===== src/rtl/scratchpad_arbiter_if.sv =====
// Bus bundle between the two scratchpad requesters, the arbiter and the RAM.
// slave = arbiter view, master = requester/RAM environment view.
interface scratchpad_arbiter_if #(
    parameter int DATA_W      = 64,
    parameter int DEPTH_WORDS = 32
);
    localparam int ADDR_W = $clog2(DEPTH_WORDS);

    logic [1:0]                 req_valid;
    logic [1:0]                 req_ready;
    logic [1:0]                 req_write;
    logic [1:0]                 req_lock;
    logic [1:0][ADDR_W:0]       req_addr;
    logic [1:0][DATA_W-1:0]     req_wdata;
    logic [1:0][DATA_W/8-1:0]   req_wmask;
    logic [1:0]                 rsp_valid;
    logic [1:0]                 rsp_ready;
    logic [1:0][DATA_W-1:0]     rsp_rdata;
    logic [1:0]                 rsp_err;
    logic                       ram_req;
    logic                       ram_write;
    logic [ADDR_W-1:0]          ram_addr;
    logic [DATA_W-1:0]          ram_wdata;
    logic [DATA_W-1:0]          ram_wmask;
    logic [DATA_W-1:0]          ram_rdata;

    modport slave (
        input  req_valid, req_write, req_lock, req_addr, req_wdata, req_wmask,
        input  rsp_ready, ram_rdata,
        output req_ready, rsp_valid, rsp_rdata, rsp_err,
        output ram_req, ram_write, ram_addr, ram_wdata, ram_wmask
    );

    modport master (
        output req_valid, req_write, req_lock, req_addr, req_wdata, req_wmask,
        output rsp_ready, ram_rdata,
        input  req_ready, rsp_valid, rsp_rdata, rsp_err,
        input  ram_req, ram_write, ram_addr, ram_wdata, ram_wmask
    );
endinterface


===== src/rtl/scratchpad_arbiter.sv =====
// Two-requester round-robin arbiter with lock in front of a single-port,
// 1-cycle-latency scratchpad RAM; one response register per requester.
module scratchpad_arbiter #(
    parameter int DATA_W      = 64,
    parameter int DEPTH_WORDS = 32
) (
    input  logic                 clk,
    input  logic                 rst,
    scratchpad_arbiter_if.slave  bus
);
    localparam int              ADDR_W  = $clog2(DEPTH_WORDS);
    localparam int              BYTES   = DATA_W / 8;
    localparam logic [ADDR_W:0] DEPTH_L = (ADDR_W + 1)'(DEPTH_WORDS);

    logic [1:0]             r_pend;
    logic [1:0]             r_wr;
    logic [1:0]             r_err;
    logic [1:0]             r_rsp_valid;
    logic [1:0]             r_rsp_err;
    logic [1:0][DATA_W-1:0] r_rsp_rdata;
    logic                   r_last;
    logic                   r_lock_vld;
    logic                   r_lock_id;

    logic [1:0]             w_elig;
    logic [1:0]             w_inrange;
    logic [1:0]             w_grant;
    logic                   w_gid;
    logic [DATA_W-1:0]      w_bmask;

    // pend blocks back-to-back grants, so the response slot is never overwritten
    always_comb begin
        w_elig    = '0;
        w_inrange = '0;
        for (int i = 0; i < 2; i++) begin
            w_inrange[i] = bus.req_addr[i] < DEPTH_L;
            w_elig[i]    = bus.req_valid[i] && !r_pend[i] &&
                           (!r_rsp_valid[i] || bus.rsp_ready[i]) &&
                           (!r_lock_vld || (r_lock_id == 1'(i)));
        end
    end

    always_comb begin
        w_grant    = '0;
        w_grant[0] = w_elig[0] && (!w_elig[1] || r_last);
        w_grant[1] = w_elig[1] && (!w_elig[0] || !r_last);
        w_gid      = w_grant[1];
    end

    always_comb begin
        w_bmask = '0;
        for (int b = 0; b < BYTES; b++)
            w_bmask[b*8 +: 8] = {8{bus.req_wmask[w_gid][b]}};
    end

    assign bus.req_ready = w_grant;
    assign bus.ram_req   = |w_grant;
    assign bus.ram_write = (|w_grant) && bus.req_write[w_gid] && w_inrange[w_gid];
    assign bus.ram_addr  = bus.req_addr[w_gid][ADDR_W-1:0];
    assign bus.ram_wdata = bus.req_wdata[w_gid];
    assign bus.ram_wmask = w_bmask;
    assign bus.rsp_valid = r_rsp_valid;
    assign bus.rsp_err   = r_rsp_err;
    assign bus.rsp_rdata = r_rsp_rdata;

    always_ff @(posedge clk or posedge rst) begin
        if (rst) begin
            r_pend      <= '0;
            r_wr        <= '0;
            r_err       <= '0;
            r_rsp_valid <= '0;
            r_rsp_err   <= '0;
            r_rsp_rdata <= '0;
            r_last      <= 1'b1;
            r_lock_vld  <= 1'b0;
            r_lock_id   <= 1'b0;
        end else begin
            if (|w_grant)
                r_last <= w_gid;
            if ((|w_grant) && bus.req_lock[w_gid]) begin
                r_lock_vld <= 1'b1;
                r_lock_id  <= w_gid;
            end else if (r_lock_vld && !bus.req_lock[r_lock_id]) begin
                r_lock_vld <= 1'b0;
            end
            for (int i = 0; i < 2; i++) begin
                r_pend[i] <= w_grant[i];
                if (w_grant[i]) begin
                    r_wr[i]  <= bus.req_write[i];
                    r_err[i] <= !w_inrange[i];
                end
                // ram_rdata is valid exactly in the pend cycle
                if (r_pend[i]) begin
                    r_rsp_valid[i] <= 1'b1;
                    r_rsp_err[i]   <= r_err[i];
                    r_rsp_rdata[i] <= (!r_wr[i] && !r_err[i]) ? bus.ram_rdata : '0;
                end else if (r_rsp_valid[i] && bus.rsp_ready[i]) begin
                    r_rsp_valid[i] <= 1'b0;
                end
            end
        end
    end
endmodule


===== src/flat_wrapper.sv =====
// flat-port wrapper written by rule: the top's interface ports become plain ports
module scratchpad_arbiter_flat 
#(
    parameter int DATA_W      = 64,
    parameter int DEPTH_WORDS = 32
)
  (clk, rst, bus_req_valid, bus_req_write, bus_req_lock, bus_req_addr, bus_req_wdata, bus_req_wmask, bus_rsp_ready, bus_ram_rdata, bus_req_ready, bus_rsp_valid, bus_rsp_rdata, bus_rsp_err, bus_ram_req, bus_ram_write, bus_ram_addr, bus_ram_wdata, bus_ram_wmask);
  scratchpad_arbiter_if #(.DATA_W(DATA_W), .DEPTH_WORDS(DEPTH_WORDS)) bus_i ();
  input  logic clk;
  input  logic rst;
  input wire logic [$bits(bus_i.req_valid)-1:0] bus_req_valid;
  input wire logic [$bits(bus_i.req_write)-1:0] bus_req_write;
  input wire logic [$bits(bus_i.req_lock)-1:0] bus_req_lock;
  input wire logic [$bits(bus_i.req_addr)-1:0] bus_req_addr;
  input wire logic [$bits(bus_i.req_wdata)-1:0] bus_req_wdata;
  input wire logic [$bits(bus_i.req_wmask)-1:0] bus_req_wmask;
  input wire logic [$bits(bus_i.rsp_ready)-1:0] bus_rsp_ready;
  input wire logic [$bits(bus_i.ram_rdata)-1:0] bus_ram_rdata;
  output wire logic [$bits(bus_i.req_ready)-1:0] bus_req_ready;
  output wire logic [$bits(bus_i.rsp_valid)-1:0] bus_rsp_valid;
  output wire logic [$bits(bus_i.rsp_rdata)-1:0] bus_rsp_rdata;
  output wire logic [$bits(bus_i.rsp_err)-1:0] bus_rsp_err;
  output wire logic [$bits(bus_i.ram_req)-1:0] bus_ram_req;
  output wire logic [$bits(bus_i.ram_write)-1:0] bus_ram_write;
  output wire logic [$bits(bus_i.ram_addr)-1:0] bus_ram_addr;
  output wire logic [$bits(bus_i.ram_wdata)-1:0] bus_ram_wdata;
  output wire logic [$bits(bus_i.ram_wmask)-1:0] bus_ram_wmask;
  assign bus_i.req_valid = bus_req_valid;
  assign bus_i.req_write = bus_req_write;
  assign bus_i.req_lock = bus_req_lock;
  assign bus_i.req_addr = bus_req_addr;
  assign bus_i.req_wdata = bus_req_wdata;
  assign bus_i.req_wmask = bus_req_wmask;
  assign bus_i.rsp_ready = bus_rsp_ready;
  assign bus_i.ram_rdata = bus_ram_rdata;
  assign bus_req_ready = bus_i.req_ready;
  assign bus_rsp_valid = bus_i.rsp_valid;
  assign bus_rsp_rdata = bus_i.rsp_rdata;
  assign bus_rsp_err = bus_i.rsp_err;
  assign bus_ram_req = bus_i.ram_req;
  assign bus_ram_write = bus_i.ram_write;
  assign bus_ram_addr = bus_i.ram_addr;
  assign bus_ram_wdata = bus_i.ram_wdata;
  assign bus_ram_wmask = bus_i.ram_wmask;
  scratchpad_arbiter #(.DATA_W(DATA_W), .DEPTH_WORDS(DEPTH_WORDS)) u_core (.clk(clk), .rst(rst), .bus(bus_i));
endmodule

===== config.mk =====
export PLATFORM = sky130hd
export DESIGN_NAME = scratchpad_arbiter_flat
export DESIGN_NICKNAME = d
export VERILOG_FILES = /design/src/rtl/scratchpad_arbiter_if.sv /design/src/rtl/scratchpad_arbiter.sv /design/src/flat_wrapper.sv
export SDC_FILE = /design/constraint.sdc
export NUM_CORES = 1
export LEC_CHECK = 0
export ABC_AREA = 0
export BUFFER_PORTS_ARGS = -buffer_cell sky130_fd_sc_hd__buf_2
export CORE_AREA = 2 2 191 193
export DETAILED_ROUTE_END_ITERATION = 16
export DIE_AREA = 0 0 193 195
export HOLD_SLACK_MARGIN = 0.05
export PLACE_DENSITY = 0.5
export SLEW_MARGIN = 20
export SYNTH_ARGS = -nofsm -noshare
export SYNTH_HDL_FRONTEND = slang
export SYNTH_SLANG_ARGS = --single-unit

===== constraint.sdc =====
create_clock -name clk -period 6.9 [get_ports clk]
set_clock_uncertainty 0.15 [all_clocks]
set_input_delay 1.38 -clock clk [delete_from_list [all_inputs] [get_ports clk]]
set_output_delay 1.38 -clock clk [all_outputs]
set_load 0.03 [all_outputs]

* Word-level counts from Yosys, hierarchy flattened
Index checks and enable logic that the tools add are counted.
** Cells by class
- Magnitude comparators :: 4
- Bitwise operators :: 1
- Mux-type cells :: 22
- Reductions and logical operators :: 41
** Operators by type and width (number)
- 64-bit two-way mux :: 4
- 1-bit logical AND :: 16
- 8-bit two-way mux :: 2
- 1-bit zero test :: 15
- 1-bit two-way mux :: 14
- 6-bit < comparator (second input constant) :: 2
- 5-bit two-way mux :: 2
- 1-bit logical OR :: 6
- 2-bit nonzero test :: 3
- 1-bit by 2-bit < comparator with 1-bit output (second input constant) :: 2
- 2-bit OR reduction :: 1
- 1-bit inverter :: 1
** Word-level totals
- Bits of input ports :: 230
- Logic and storage cells :: 82
- Output and inout bits :: 269
- Register bits :: 141

* Logic depth before layout (Yosys ltp)
Gate-level depths: netlist of the first run.
- Depth after elaboration :: 11
- Mapped depth :: 7
- Gate-level depth less buffers :: 5

* Worst setup path before layout of the first run
Ideal clock, no wire load.
- Path type :: in2out
- Start :: in bus_req_valid[0]
- End :: out bus_ram_wmask[10]
- Buffers on the path :: 3
- Path slack :: 2.382 ns
- Data arrival time :: 2.988 ns
- Stages :: 7
- Data required time :: 5.370 ns
- Cell sequence :: inv_1 a2111oi_4 a21o_1 buf_6 buf_2 mux2_2 buf_4
** Between the ends
- Cells in the longest elaborated chain, start to end :: 8
** Ends and longest elaborated chain
- from (decl) :: RTL line flat_wrapper.sv:11 : input wire logic [$bits(bus_i.req_valid)-1:0] bus_req_valid;
- 1-bit logical AND (2 in series) :: RTL line scratchpad_arbiter.sv:37 : w_elig[i] = bus.req_valid[i] && !r_pend[i] &&
- 1-bit logical AND :: RTL line scratchpad_arbiter.sv:38 : (!r_rsp_valid[i] || bus.rsp_ready[i]) &&
- 1-bit zero test :: RTL line scratchpad_arbiter.sv:46 : w_grant[1] = w_elig[1] && (!w_elig[0] || !r_last);
- 1-bit logical OR :: RTL line scratchpad_arbiter.sv:46
- 1-bit logical AND :: RTL line scratchpad_arbiter.sv:46
- 8-bit two-way mux (2 in series)
- to (decl) :: RTL line flat_wrapper.sv:27 : output wire logic [$bits(bus_i.ram_wmask)-1:0] bus_ram_wmask;
Every way passes these cells. The select of a mux whose other input is x is not followed.

* Final worst setup path of the first run
- Start :: in bus_rsp_ready[0]
- End :: out bus_ram_wmask[52]
** Between the ends
- Cells in the longest elaborated chain, start to end :: 8
** Ends and longest elaborated chain
- from (decl) :: RTL line flat_wrapper.sv:17 : input wire logic [$bits(bus_i.rsp_ready)-1:0] bus_rsp_ready;
- 1-bit logical OR :: RTL line scratchpad_arbiter.sv:38
- 1-bit logical AND :: RTL line scratchpad_arbiter.sv:37
- 1-bit logical AND :: RTL line scratchpad_arbiter.sv:38
- 1-bit zero test :: RTL line scratchpad_arbiter.sv:46
- 1-bit logical OR :: RTL line scratchpad_arbiter.sv:46
- 1-bit logical AND :: RTL line scratchpad_arbiter.sv:46
- 8-bit two-way mux (2 in series)
Every way passes these cells. The select of a mux whose other input is x is not followed.

==> flow_summary.toml, run 1 <==
[outcome]
status = "completed"

[logic_synthesis]
synth_fp_nets = 961
ys_types = 26
synth_compound_area_share_pct = 10.67
synth-seq-area-share_pct = 50.74
synth_fa_ha_area_share_pct = 0
synth_top_family_by_area = "buffers and inverters"
yosys.area_share.simple_pct = 7.680
syn_area_per_cell_um2 = 9.517
synth_xor_area_share_pct = 0
yosysWarnings = 0
syn_inst = 731
ys_ff_latch = 141
synth.area.mux_share_pct = 14.80
syn-cell-area_um2 = 6957

[finish]
final_nets = 1390
area_growth_pct = 45.25
final_layout_size_suffix_gt1_share_pct = 53.50
post-route-util_pct = 28.55
final_design_area_no_fill_um2 = 10100
fillCellCount = 3823

[sta]
slew_headroom_pct = 31.60
max_freq_mhz = 203.8
post-route-min-period_ns = 4.907
setup_viol = 0
final-hold-violation-count = 0
rsz0062_at_grt = "no"
drv_slew = 0
fin_crit_sh_pct = 71.12
max_slew.worst_pin.slew_ns = 1.021
fin_tns_setup_ns = 0

[placed_design]
hpwl_um = 19260
placed_cell_area_um2 = 9498
portBuffers = 498
gp_congestion = 0.8060

[worst_setup_path]
crit_buf_inv = 3
worstPathMaxFanout = 78
critPathSlowestCell = "mux2_2"
worst_ep_arrival_time_ns = 3.38
path_common_cell = "buf_2"
crit_start = "bus_rsp_ready[0]"
path_class = "in2out"
critPathTopFamily = "compound AO/OA/AOI/OAI gates"
worst_r2r_path_depth = 5
cp-start-kind = "primary input"
r2r-start = "u_core.r_pend[0]$_DFF_PP0_"
cpPeakStageDelay_ns = 0.50
reg2reg_slack_ns = 3.74
path_cells = "buf_2 > nor2b_1 > a2111oi_4 > a21o_4 > buf_12 > mux2_2 > buf_2"
cp_data_required_time_ns = 5.37
cp.depth = 7
r2r-end = "u_core.bus.rsp_rdata[23]$_DFFE_PP0P_"
end_kind = "primary output"

[drt]
ant_nets = 0
drt-wirelength-per-cell_um = 15.84
dr.first_iter.drc_count = 271
first_pass_iters = 6
post_drt_via_cell_ratio = 3.931
drc_errors = 0
vias = 6424
routed_wl_um = 25890

[power]
comb_power_share_pct = 51.6
power.leakage_nw = 5.377
irDropWorstVdd_mv = 0.2229
p_per_area_nw_per_um2 = 455.0
internal_power_mw = 2.386
p_sw_mw = 2.211
p_clk_share_pct = 20.9
pwr-share-seq_pct = 27.5
p_sw_share_pct = 48.10

[clock_tree]
numCtsBuffers = 17
postCtsResizedCells = 0
path_clk_slew_ns = 0.06
hold_buffers = 0
cts_setup_buffers = 0
clock_latency_ns = 0.43
cts_root_buffer = "clkbuf_16"
clk_path_buf_depth = 2
htree_levels = 4
cts_tree = "built"
clock-sinks = 141

[floorplanning]
start_util_pct = 19.65
die_area_um2 = 37640
core_um2 = 35400
die_y_um = 195
io-pin-count = 499
core.rowCount = 69
die_x_um = 193

[worst_hold_path]
hold_end = "u_core.bus.rsp_err[0]$_DFFE_PP0P_"
whs_path_depth = 1
hold_class = "reg2reg"
worstHoldStart = "u_core.bus.rsp_err[0]$_DFFE_PP0P_"

[job]
max_cap_violations = 0

[grt]
grt_max_degree = 95
grt_overflow = 0
grt_pass1_vias = 6261
antenna_found_initial = 2
grt_first_pass_wirelength_um = 37430
grt.total_usage_pct = 13.22
-- sequential cells by signal, indices dropped and copies added, names as in the netlist --
name                  count
u_core.r_lock_id          1
u_core.r_last             1
u_core.r_lock_vld         1
u_core.bus.rsp_valid      2
u_core.r_pend             2
u_core.bus.rsp_rdata    128
u_core.bus.rsp_err        2
u_core.r_err              2
u_core.r_wr               2
-- stage by stage --
step | power, mW | setup WS [ns] | std cells | hold slack, ns
finish | 4.597 | 1.993 | 1634 | 0.3568
global route | 4.875 | 1.899 | 1633 | 0.3739
CTS | 4.681 | 2.021 | 1633 | 0.3600
detailed placement | 3.690 | 2.016 | 1602 | 0.3447
global placement | 3.673 | 2.037 | 1602 | 0.3350
floorplan | 3.032 | 1.590 | 731 | 0.3318
-- power by group through the flow --
stage	Combinational [mW]	Clock, mW	Sequential, mW
finish	2.37	0.961	1.27
detailed placement	2.41	0	1.28
global placement	2.40	0	1.28
global route	2.54	1.04	1.30
floorplan	1.26	0	1.77
CTS	2.41	0.998	1.27
-- worst reg2reg max path, delay by kind of cell, from the launching register on --
family / cells / cell delay, ns
simple gates: 2 / 1.17
compound gates: 1 / 0.11
flops: 1 / 0.38
buf+inv: 2 / 1.28
-- cells in the mapped netlist --
cell type	count	area share, %
a2111o_1	1	0.16
a2111oi_4	1	0.40
a211oi_1	1	0.11
a21o_1	3	0.32
a21oi_1	1	0.072
a221o_1	1	0.14
a32o_1	1	0.14
buf_1	4	0.22
buf_2	5	0.36
buf_4	57	6.2
buf_6	2	0.32
buf_8	2	0.43
clkbuf_1	24	1.3
dfrtp_1	140	50
dfstp_2	1	0.38
inv_1	135	7.3
inv_2	1	0.054
mux2_2	63	10
mux2_4	20	4.3
mux2i_1	2	0.29
nand2_1	130	7.0
nor2b_1	4	0.36
nor3b_1	2	0.22
o21a_1	1	0.11
o21ai_0	128	9.2
or2_2	1	0.090
-- per-layer routing --
layer	track usage, %	up-vias	wire length, um
li1	-	3083	-
met1	16.76	3049	11070
met2	22.26	277	12690
met3	3.505	15	1850
met4	3.171	0	274
met5	0	-	0
-- area by class of cell --
| class | instances | area [um^2] | share of cell area (%) |
|---|---|---|---|
| Clock buffer | 19 | 442.9 | 4.383 |
| Antenna cell | 1 | 2.502 | 0.02476 |
| Sequential cell | 141 | 3532 | 34.96 |
| Inverter | 136 | 515.5 | 5.102 |
| Timing Repair Buffer | 504 | 2550 | 25.24 |
| Clock inverter | 12 | 161.4 | 1.597 |
| Tap cell | 461 | 576.8 | 5.708 |
| Multi-Input combinational cell | 360 | 2323 | 22.99 |
-- placed cells by master, fill, tap and decap left out, types with 2 or more instances in the layout --
| cell | instances |
|---|---|
| dfrtp_1 | 138 |
| nor3b_2 | 2 |
| inv_1 | 134 |
| buf_4 | 5 |
| bufinv_16 | 3 |
| mux2_4 | 20 |
| clkinv_2 | 2 |
| buf_2 | 498 |
| dfrtp_2 | 2 |
| mux2_2 | 63 |
| clkbuf_16 | 17 |
| o21ai_0 | 128 |
| nor2b_1 | 4 |
| a21o_1 | 2 |
| nand2_1 | 130 |
| clkinv_4 | 5 |
| inv_6 | 3 |
| mux2i_1 | 2 |
-- cells by family after synthesis --
logic type,after synthesis
and+or+nand+nor,137
muxes,85
buffers and inverters,230
DFF,141
AOI/OAI and AO/OA,138
-- worst max-delay path by stage --
| stage | to | slack, ns |
|---|---|---|
| global route | bus_ram_wmask[54] | 1.90 |
| CTS | bus_ram_wmask[2] | 2.02 |
| floorplan | u_core.bus.rsp_err[0]$_DFFE_PP0P_ | 1.59 |
| finish | bus_ram_wmask[52] | 1.99 |
| global placement | bus_ram_wmask[54] | 2.04 |
| detailed placement | bus_ram_wmask[2] | 2.02 |
Note: power is estimated with default switching activity, not from simulation.
==> run 2: changes to the inputs <==
PLACE_DENSITY = 0.52   (was 0.5)
clock period = 4.2 ns   (was 6.9 ns; I/O delays follow)
==> flow_summary.toml, run 2 (same netlist as run 1, synthesis figures left out) <==
[finish]
final_design_area_no_fill_um2 = 10150
largest_register_ffs = 128
final_nets = 1396
final_cell_mix = "buf_2 (498), dfrtp_1 (138), inv_1 (134)"
area_growth_pct = 45.93
fillCellCount = 3828
final_layout_size_suffix_gt1_share_pct = 53.86
layout_commonest_cell = "buf_2"

[outcome]
status = "completed"

[floorplanning]
core.rowCount = 69
die_area_um2 = 37640
io-pin-count = 499
die_y_um = 195
core_um2 = 35400
die_x_um = 193
start_util_pct = 19.65

[grt]
antenna_found_initial = 6
grt.total_usage_pct = 13.83
grt_overflow = 0
grt_pass1_vias = 6371
grt_first_pass_wirelength_um = 38770
grt_max_degree = 78

[clock_tree]
clock-sinks = 141
cts_tree = "built"
cts_setup_buffers = 0
cts_root_buffer = "clkbuf_16"
clk_path_buf_depth = 2
path_clk_slew_ns = 0.07
clock_latency_ns = 0.42
numCtsBuffers = 17
htree_levels = 4
postCtsResizedCells = 0
hold_buffers = 0

[sta]
drv_slew = 0
post-route-min-period_ns = 3.773
final-hold-violation-count = 0
fin_crit_sh_pct = 89.83
fin_tns_setup_ns = 0
max_freq_mhz = 265.1
max_slew.worst_pin.slew_ns = 0.8518
slew_headroom_pct = 43.21
rsz0062_at_grt = "no"
setup_viol = 0

[drt]
dr.first_iter.drc_count = 273
post_drt_via_cell_ratio = 3.919
vias = 6435
first_pass_iters = 4
routed_wl_um = 26890
ant_nets = 0
drt-wirelength-per-cell_um = 16.38
drc_errors = 0

[power]
power.leakage_nw = 5.392
irDropWorstVdd_mv = 0.2682
comb_power_share_pct = 52.7
p_sw_mw = 3.747
pwr-share-seq_pct = 27.5
p_clk_share_pct = 19.8
p_per_area_nw_per_um2 = 741.9
p_sw_share_pct = 49.74
internal_power_mw = 3.785

[worst_setup_path]
end_kind = "primary output"
worst_ep_arrival_time_ns = 2.78
cp-start-kind = "flip-flop"
worstPathMaxFanout = 15
path_class = "reg2out"
cp_data_required_time_ns = 3.21

[placed_design]
gp_congestion = 0.9408
portBuffers = 498
hpwl_um = 19890
placed_cell_area_um2 = 9579

[worst_hold_path]
hold_class = "reg2reg"

[job]
max_cap_violations = 0
==> run 2: cell types whose count changed in the layout (fill, tap and decap cells not counted), moves of 3 or more <==
cell	delta
inv_6	+5
bufinv_16	-3
buf_12	+3
buf_4	+3
==> run 2: layout make-up <==
type                       instances  area (um^2)  area share (%)
timing repair buffer             510         2633           25.93
tap                              461        576.8           5.682
multi-input combinational        360         2323           22.89
clock inverter                    15        142.6           1.405
sequential                       141         3532           34.79
clock buffer                      17        425.4           4.190
antenna                            2        5.005         0.04930
inverter                         136        514.2           5.065
==> run 2: routing by layer <==
metal	vias up	global-route usage [%]	routed length (um)
li1	3105	-	-
met5	-	0	40
met1	3012	17.82	11510
met4	6	3.451	309
met2	293	22.22	12730
met3	19	4.565	2307
==> run 2: power groups by stage <==
stage | Clock, mW | Sequential, mW | Combinational [mW]
global route | 1.63 | 2.14 | 4.24
global placement | 0 | 2.09 | 4.00
CTS | 1.56 | 2.08 | 4.04
finish | 1.49 | 2.07 | 3.97
floorplan | 0 | 2.91 | 2.07
detailed placement | 0 | 2.10 | 4.03
==> run 2: worst max-delay path, cell delays in order, from the launching register on <==
cell,delay (ns)
dfrtp_1,0.39
nor2b_1,0.21
a2111oi_4,0.46
a21o_4,0.38
buf_4,0.25
mux2_2,0.45
buf_2,0.21
==> run 2: worst paths after layout <==
check                                                          from                                    to  depth (start not counted)  slack, ns
max in group asynchronous                                       rst  u_core.bus.rsp_rdata[81]$_DFFE_PP0P_                          3       3.11
min in group asynchronous                                       rst  u_core.bus.rsp_rdata[51]$_DFFE_PP0P_                          3       0.37
worst max register to register           u_core.r_pend[1]$_DFF_PP0_  u_core.bus.rsp_rdata[87]$_DFFE_PP0P_                          5       1.66
worst min-delay path              u_core.bus.rsp_err[0]$_DFFE_PP0P_     u_core.bus.rsp_err[0]$_DFFE_PP0P_                          1       0.36
worst min register to register    u_core.bus.rsp_err[0]$_DFFE_PP0P_     u_core.bus.rsp_err[0]$_DFFE_PP0P_                          1       0.36
worst max-delay path            u_core.bus.rsp_valid[0]$_DFFE_PP0P_                     bus_ram_wmask[60]                          6       0.43
==> run 2: per-stage QoR <==
step | instances | power (mW) | worst slack, ns | hold WS [ns] | util, %
finish | 1642 | 7.532 | 0.4271 | 0.3568 | 28.68
global route | 1641 | 8.015 | 0.2508 | 0.3835 | 28.67
CTS | 1640 | 7.684 | 0.3353 | 0.3600 | 28.67
detailed placement | 1608 | 6.130 | 0.3866 | 0.3442 | 27.06
global placement | 1608 | 6.092 | 0.4162 | 0.3386 | 27.06
floorplan | 731 | 4.982 | 0.7619 | 0.3318 | -
